## config.mk

```make
export PLATFORM = sky130hd
export DESIGN_NAME = pc_gen_flat
export DESIGN_NICKNAME = d
export VERILOG_FILES = /design/src/rtl/cpu_pkg.sv /design/src/rtl/pc_gen_if.sv /design/src/rtl/pc_gen.sv /design/src/flat_wrapper.sv
export SDC_FILE = /design/constraint.sdc
export NUM_CORES = 1
export LEC_CHECK = 0
export BUFFER_PORTS_ARGS = -buffer_cell sky130_fd_sc_hd__buf_2
export CAP_MARGIN = 20
export CORE_ASPECT_RATIO = 1.2
export CORE_MARGIN = 2
export CORE_UTILIZATION = 46
export CTS_BUF_LIST = sky130_fd_sc_hd__clkbuf_2 sky130_fd_sc_hd__clkbuf_4 sky130_fd_sc_hd__clkbuf_8
export DETAILED_ROUTE_END_ITERATION = 10
export GPL_TIMING_DRIVEN = 0
export PLACE_DENSITY = 0.78
export SLEW_MARGIN = 0
export SYNTH_ARGS = -nofsm -noshare
export SYNTH_HDL_FRONTEND = slang
export SYNTH_SLANG_ARGS = --single-unit
```

## constraint.sdc

```tcl
create_clock -name clk -period 2.05 [get_ports clk]
set_input_delay 0 -clock clk [delete_from_list [all_inputs] [get_ports clk]]
set_output_delay 0 -clock clk [all_outputs]
set_load 0.02 [all_outputs]
```

## src/rtl/cpu_pkg.sv

```systemverilog
// Shared CPU definitions: fetch FSM states, program-counter defaults and a
// compile-time log2 helper used to build the alignment mask.
package cpu_pkg;

  typedef enum logic [1:0] {
    BOOT = 2'd0,
    RUN  = 2'd1,
    HALT = 2'd2
  } pc_state_t;

  localparam int unsigned PC_ADDR_W    = 32;
  localparam logic [31:0] PC_RESET_VEC = '0;

  // Ceiling log2, evaluated at elaboration time.
  function automatic int unsigned clog2(input int unsigned value);
    int unsigned r;
    r = 0;
    for (int unsigned w = 1; w < value; w = w << 1) begin
      r = r + 1;
    end
    return r;
  endfunction

endpackage

```

## src/rtl/pc_gen_if.sv

```systemverilog
// Fetch-stage bus between pc_gen and its surroundings: halt/stall/redirect
// inputs from decode/execute, the imem handshake and the fetch address.
// Optional: PC_ALIGN_CHK_EN adds the misalign_o flag.
interface pc_gen_if #(
  parameter int unsigned ADDR_W = cpu_pkg::PC_ADDR_W
);
  logic              halt_i;
  logic              stall_i;
  logic              br_valid_i;
  logic [ADDR_W-1:0] br_target_i;
  logic              imem_ready_i;
  logic              ce_o;
  logic [ADDR_W-1:0] pc_o;
  logic              pc_valid_o;
`ifdef PC_ALIGN_CHK_EN
  logic              misalign_o;

  modport master (
    input  halt_i, stall_i, br_valid_i, br_target_i, imem_ready_i,
    output ce_o, pc_o, pc_valid_o, misalign_o
  );

  modport slave (
    output halt_i, stall_i, br_valid_i, br_target_i, imem_ready_i,
    input  ce_o, pc_o, pc_valid_o, misalign_o
  );
`else
  modport master (
    input  halt_i, stall_i, br_valid_i, br_target_i, imem_ready_i,
    output ce_o, pc_o, pc_valid_o
  );

  modport slave (
    output halt_i, stall_i, br_valid_i, br_target_i, imem_ready_i,
    input  ce_o, pc_o, pc_valid_o
  );
`endif
endinterface

```

## src/rtl/pc_gen.sv

```systemverilog
// Program-counter generator for instruction fetch. Advances by STEP on an
// accepted fetch, redirects on br_valid_i (any state), freezes on stall,
// imem back-pressure or halt.
// Optional: PC_ALIGN_CHK_EN clears the low log2(STEP) bits of redirect targets
// and pulses misalign_o the cycle after a misaligned redirect.
import cpu_pkg::*;

module pc_gen #(
  parameter int unsigned       ADDR_W    = PC_ADDR_W,
  parameter logic [ADDR_W-1:0] RESET_VEC = ADDR_W'(PC_RESET_VEC),
  parameter int unsigned       STEP      = 4
) (
  input logic       clk,
  input logic       rst,
  pc_gen_if.master  bus
);

  localparam logic [ADDR_W-1:0] STEP_A = ADDR_W'(STEP);

  pc_state_t         state_q, state_d;
  logic [ADDR_W-1:0] pc_q, pc_d;
  logic              acc;
  logic [ADDR_W-1:0] target;

`ifdef PC_ALIGN_CHK_EN
  localparam int unsigned       LSB_W    = clog2(STEP);
  localparam logic [ADDR_W-1:0] LSB_MASK = ADDR_W'((64'd1 << LSB_W) - 64'd1);

  logic misalign_q, misalign_d;
`endif

  // State, PC and flag registers; reset wins over everything on its edge.
  always_ff @(posedge clk) begin
    if (rst) begin
      state_q    <= BOOT;
      pc_q       <= RESET_VEC;
`ifdef PC_ALIGN_CHK_EN
      misalign_q <= 1'b0;
`endif
    end else begin
      state_q    <= state_d;
      pc_q       <= pc_d;
`ifdef PC_ALIGN_CHK_EN
      misalign_q <= misalign_d;
`endif
    end
  end

  // Next state and next PC: redirect beats accept beats hold, in every state.
  always_comb begin
    state_d = state_q;
    acc     = (state_q == RUN) & bus.imem_ready_i & ~bus.stall_i;
`ifdef PC_ALIGN_CHK_EN
    target     = bus.br_target_i & ~LSB_MASK;
    misalign_d = bus.br_valid_i & (|(bus.br_target_i & LSB_MASK));
`else
    target     = bus.br_target_i;
`endif

    unique case (state_q)
      BOOT:    state_d = bus.halt_i ? HALT : RUN;
      RUN:     state_d = bus.halt_i ? HALT : RUN;
      HALT:    state_d = bus.halt_i ? HALT : RUN;
      default: state_d = BOOT;
    endcase

    if (bus.br_valid_i) begin
      pc_d = target;
    end else if (acc) begin
      pc_d = pc_q + STEP_A;
    end else begin
      pc_d = pc_q;
    end
  end

  // Fetch outputs are a pure function of the registered state.
  always_comb begin
    bus.ce_o       = (state_q == RUN);
    bus.pc_valid_o = (state_q == RUN);
    bus.pc_o       = pc_q;
`ifdef PC_ALIGN_CHK_EN
    bus.misalign_o = misalign_q;
`endif
  end

endmodule

```

## src/flat_wrapper.sv

```systemverilog
// flat-port wrapper written by rule: the top's interface ports become plain ports
module pc_gen_flat 
#(
  parameter int unsigned       ADDR_W    = PC_ADDR_W,
  parameter logic [ADDR_W-1:0] RESET_VEC = ADDR_W'(PC_RESET_VEC),
  parameter int unsigned       STEP      = 4
)
  (clk, rst, bus_halt_i, bus_stall_i, bus_br_valid_i, bus_br_target_i, bus_imem_ready_i, bus_ce_o, bus_pc_o, bus_pc_valid_o);
  pc_gen_if #(.ADDR_W(ADDR_W)) bus_i ();
  input logic clk;
  input logic rst;
  input wire logic [$bits(bus_i.halt_i)-1:0] bus_halt_i;
  input wire logic [$bits(bus_i.stall_i)-1:0] bus_stall_i;
  input wire logic [$bits(bus_i.br_valid_i)-1:0] bus_br_valid_i;
  input wire logic [$bits(bus_i.br_target_i)-1:0] bus_br_target_i;
  input wire logic [$bits(bus_i.imem_ready_i)-1:0] bus_imem_ready_i;
  output wire logic [$bits(bus_i.ce_o)-1:0] bus_ce_o;
  output wire logic [$bits(bus_i.pc_o)-1:0] bus_pc_o;
  output wire logic [$bits(bus_i.pc_valid_o)-1:0] bus_pc_valid_o;
  assign bus_i.halt_i = bus_halt_i;
  assign bus_i.stall_i = bus_stall_i;
  assign bus_i.br_valid_i = bus_br_valid_i;
  assign bus_i.br_target_i = bus_br_target_i;
  assign bus_i.imem_ready_i = bus_imem_ready_i;
  assign bus_ce_o = bus_i.ce_o;
  assign bus_pc_o = bus_i.pc_o;
  assign bus_pc_valid_o = bus_i.pc_valid_o;
  pc_gen #(.ADDR_W(ADDR_W), .RESET_VEC(RESET_VEC), .STEP(STEP)) u_core (.clk(clk), .rst(rst), .bus(bus_i));
endmodule
```

# --- Word level (Yosys, flattened, before mapping) ---
# Index checks and enable logic that the tools add are counted.
totals:
  reg_bits: 34
  inputBits: 38
  output_inout_bits: 34
classes:
  addsub: 1
  eq_ne: 2
  n_mux: 3
  n_bitwise: 4
  n_reduce_logical: 4
op_table:
  columns: ["op", "n"]
  rows:
  - ["$mux 32", 2]
  - ["$add 32x3->32 const B", 1]
  - ["$reduce_or 3->1", 1]
  - ["$and 1x1->1", 2]
  - ["$eq 2x1->1 const B", 1]
  - ["$eq 2x2->1 const B", 1]
  - ["$logic_not 2->1", 1]
  - ["$mux 2", 1]
  - ["$not 1->1", 2]
  - ["$reduce_bool 2->1", 1]
  - ["$reduce_or 2->1", 1]

# --- Logic depth before layout (Yosys ltp) ---
depth:
  word_depth: 5
  mapped_depth: 6
  ltp_nobuf: 5

# --- Worst setup path after synthesis ---
# Ideal clock, no wire load.
synth_timing:
  path_type: "register -> register"
  startpoint: "register u_core.pc_q[2] (netlist: u_core.bus.pc_o[2])"
  endpoint: "register u_core.pc_q[22] (netlist: u_core.bus.pc_o[22])"
  setup_time_ns: 0.122
  arrival_time_ns: 2.059
  t_required_ns: 1.928
  path_slack_ns: -0.131
  path_stages_with_launch: 7
  synth_period_minus_slack_ns: 2.181
  cell_sequence: "dfxtp_1 -> ha_1 -> nand4_1 -> or4_4 -> buf_6 -> o2111a_1 -> a221o_1"
synth_via:
  elab_chain_len: 3
synth_lines:
  columns: ["item", "line_no", "source"]
  rows:
  - ["start, declared", "pc_gen.sv:21", "logic [ADDR_W-1:0] pc_q, pc_d;"]
  - ["start signal, assigned", "pc_gen.sv:42", "pc_q <= pc_d;"]
  - ["$add 32x3->32", "pc_gen.sv:70", "pc_d = pc_q + STEP_A;"]
  - ["$mux 32", "pc_gen.sv:69", "end else if (acc) begin"]
  - ["$mux 32", "pc_gen.sv:67", "if (bus.br_valid_i) begin"]
# No other way between the ends. The select of a mux whose other input is x is not followed.
# A chain may end at the register's enable or synchronous reset.

# --- Worst setup path after layout ---
layout_timing:
  startpoint: "register u_core.pc_q[19] (netlist: u_core.bus.pc_o[19])"
  endpoint: "register u_core.pc_q[27] (netlist: u_core.bus.pc_o[27])"
# Same word-level chain as after synthesis.

==> metrics.yaml <==
status: "completed"
drv_slew: 0
grt_pass1_wl_mm: 9.98
yosysTopAreaCellShare_pct: 34.0
worstPathMaxFanout: 10
place_congestion: 0.945
finalNetCount: 393
max_clock_freq_mhz: 504
cp-end-kind: "flop"
synthesis.nets: 284
synth.most_common_cell: "dfxtp_1"
clock_latency_ns: 0.29
leakage_nw: 1.15
postLayoutCoreUtil_pct: 68.2
finalInstanceArea_um2: 2880
crit_type: "reg2reg"
synth_cell_type_count: 52
firstDrtPassIters: 4
synth_enable_flop_cells: 0
timing.setup.tns_ns: 0
hold_viol_final: 0
grt_pass1_vias: 2232
r2r-start: "u_core.bus.pc_o[19]"
grt-busiest-layer: "met2"
finalCritPeriodShare_pct: 96.8
cp_data_arrival_time_ns: 2.19
ys_ff_latch: 34
ios: 72
initial_core_util_pct: 47.4
placed_area_um2: 2430
detail-route-antenna-nets: 0
avgRoutedWirePerCell_um: 15.4
crit_start: "u_core.bus.pc_o[19]"
dieWidth_um: 64.3
met2_usage_pct: 44.4
initialDrtViolationCount: 136
grtUsageMet3_pct: 3.84
rows: 26
cp-start-kind: "flop"
h-tree-depth: 2
post_drt_via_cell_ratio: 5.74
drive_gt1_share_pct: 32.1
synth_largest_area_cell: "dfxtp_1"
grt_util_met1_pct: 30.4
coreArea_um2: 4230
grt_util_all_layers_pct: 25.7
drt_wl_total_mm: 6.32
critPathRequiredTime_ns: 2.25
period_needed_ns: 1.98
synthCells: 245
dieArea_um2: 4900
relSlewSlack_pct: 40.9
hold_start: "bus_br_target_i[24]"
io_buffer_count: 70
vias: 2361
synth-async-reset-ratio_pct: 0
synth_commonest_cells: "dfxtp_1 (34), nor2_1 (24), nand2_1 (22)"
maxCapViolations: 0
antenna_found_initial: 0
tightest_slew_ns: 0.874
area_growth_pct: 43.8
yosysWarnings: 0
antenna_cells: 0
cts_tree: "done"
synth.avg_cell_area_um2: 8.18
synth.cell_area_um2: 2000
netlist_top_cells_area: "dfxtp_1 (34%), a311oi_1 (4.8%), nor2_1 (4.5%), nand2_1 (4.1%), nand4_1 (4.1%)"
hpwl_mm: 4.32
clkTransAtPathRegs_ns: 0.07
die_h_um: 76.3
grt_remaining_overflow: 0
power_density_nw_per_um2: 565
synth_top_flop_cell: "dfxtp_1"
setup_viol: 0
fin_skew_ns: 0.00684
clock_sinks: 34
cts_buffer_depth: 2
irDropWorstVdd_uv: 405
grt_max_degree: 11
yosysSeqAreaShare_pct: 34.0
holdCritPathClass: "in2reg"
root_buffer: "clkbuf_8"
fillCellCount: 364
cts_buffers: 5
drc: 0
## layer usage
metal  routed length, um  up-vias
li1                    -     1148
met1                2640     1106
met2                3120       91
met3                 368       16
met4                 189        0
met5                   0        -
## state kept, by name, indices dropped and copies added (netlist names)
signal and flops:
u_core.bus.pc_o 32, u_core.state_q 2
## power by group
| part | switching (mW) | total (mW) | internal [mW] |
|---|---|---|---|
| Combinational | 0.180 | 0.335 | 0.156 |
| Clock | 0.238 | 0.519 | 0.281 |
| Sequential | 0.0650 | 0.774 | 0.709 |
| Total | 0.482 | 1.63 | 1.15 |
## cells in the final DEF (no fill, tap or decap), types with 2 or more instances in the layout
master and count:
buf_4 5, or3_1 5, xor2_1 3, a311oi_2 2, clkbuf_1 8, nor2b_1 3, dfxtp_1 20, a311oi_1 9
buf_1 4, xnor2_1 7, and4_1 2, nand4_1 13, clkbuf_4 3, o31ai_1 5, nand3_1 8, a21oi_1 3
buf_2 73, o21ai_0 8, inv_1 10, nand2_1 22, nor4_1 10, or4_1 6, clkbuf_8 5, nor2_1 24
nor3_1 6, a211oi_1 9, dlygate4sd3_1 28, mux2i_1 4, dfxtp_4 2, o31a_1 2, dfxtp_2 12, and3_1 5
## stage by stage
step | total power, mW | setup WS, ns | cells | hold slack (ns)
after global routing | 1.69 | -0.0104 | 411 | 0.0645
after global placement | 1.06 | -0.100 | 371 | 0.173
after floorplan | 0.945 | 0.0205 | 245 | 0.0728
after CTS | 1.62 | 0.00980 | 408 | 0.0194
final | 1.63 | 0.0653 | 411 | 0.0275
after detailed placement | 1.07 | -0.125 | 371 | 0.176
## final timing paths
| check | end | slack (ns) | depth (start not counted) |
|---|---|---|---|
| setup reg to reg | u_core.bus.pc_o[27] | 0.07 | 5 |
| hold / removal | u_core.bus.pc_o[24] | 0.03 | 3 |
| hold reg to reg | u_core.state_q[0] | 0.47 | 1 |
| setup / recovery | u_core.bus.pc_o[27] | 0.07 | 5 |
## worst max-delay path, cell delays in order (launching register included)
cell      delay (ns)
dfxtp_1         0.32
buf_2           0.19
nand4_1         0.17
or4b_4          0.54
or4_1           0.43
a311oi_2        0.25
## area by class of cell
type / count / area, um2 / area share (%)
timing repair buffer: 102 / 661 / 22.9
tap: 56 / 70.1 / 2.43
sequential: 34 / 703 / 24.4
inverter: 10 / 37.5 / 1.30
multi-input combinational: 183 / 1240 / 42.9
clock buffer: 8 / 91.3 / 3.17
buffer: 18 / 83.8 / 2.91
## timing repair
action	CTS	global route
resized for setup	1	19
setup endpoints to repair	6	14
hold endpoints to repair	29	0
pin swaps	0	6
buffers inserted	1	3
hold buffers	28	0
## logic make-up (layout without fill, tap and decap cells)
group           count (synthesis)  in the layout  synth area share [%]
mux                             5              5                  2.56
fa+ha+maj                       1              1                 0.624
flops                          34             34                  34.0
buf+inv                        28            138                  5.99
simple gates                  114            114                  31.8
xor+xnor                       10             10                  4.37
compound gates                 53             53                  20.7
No activity file was read; power rests on OpenSTA's default activity.
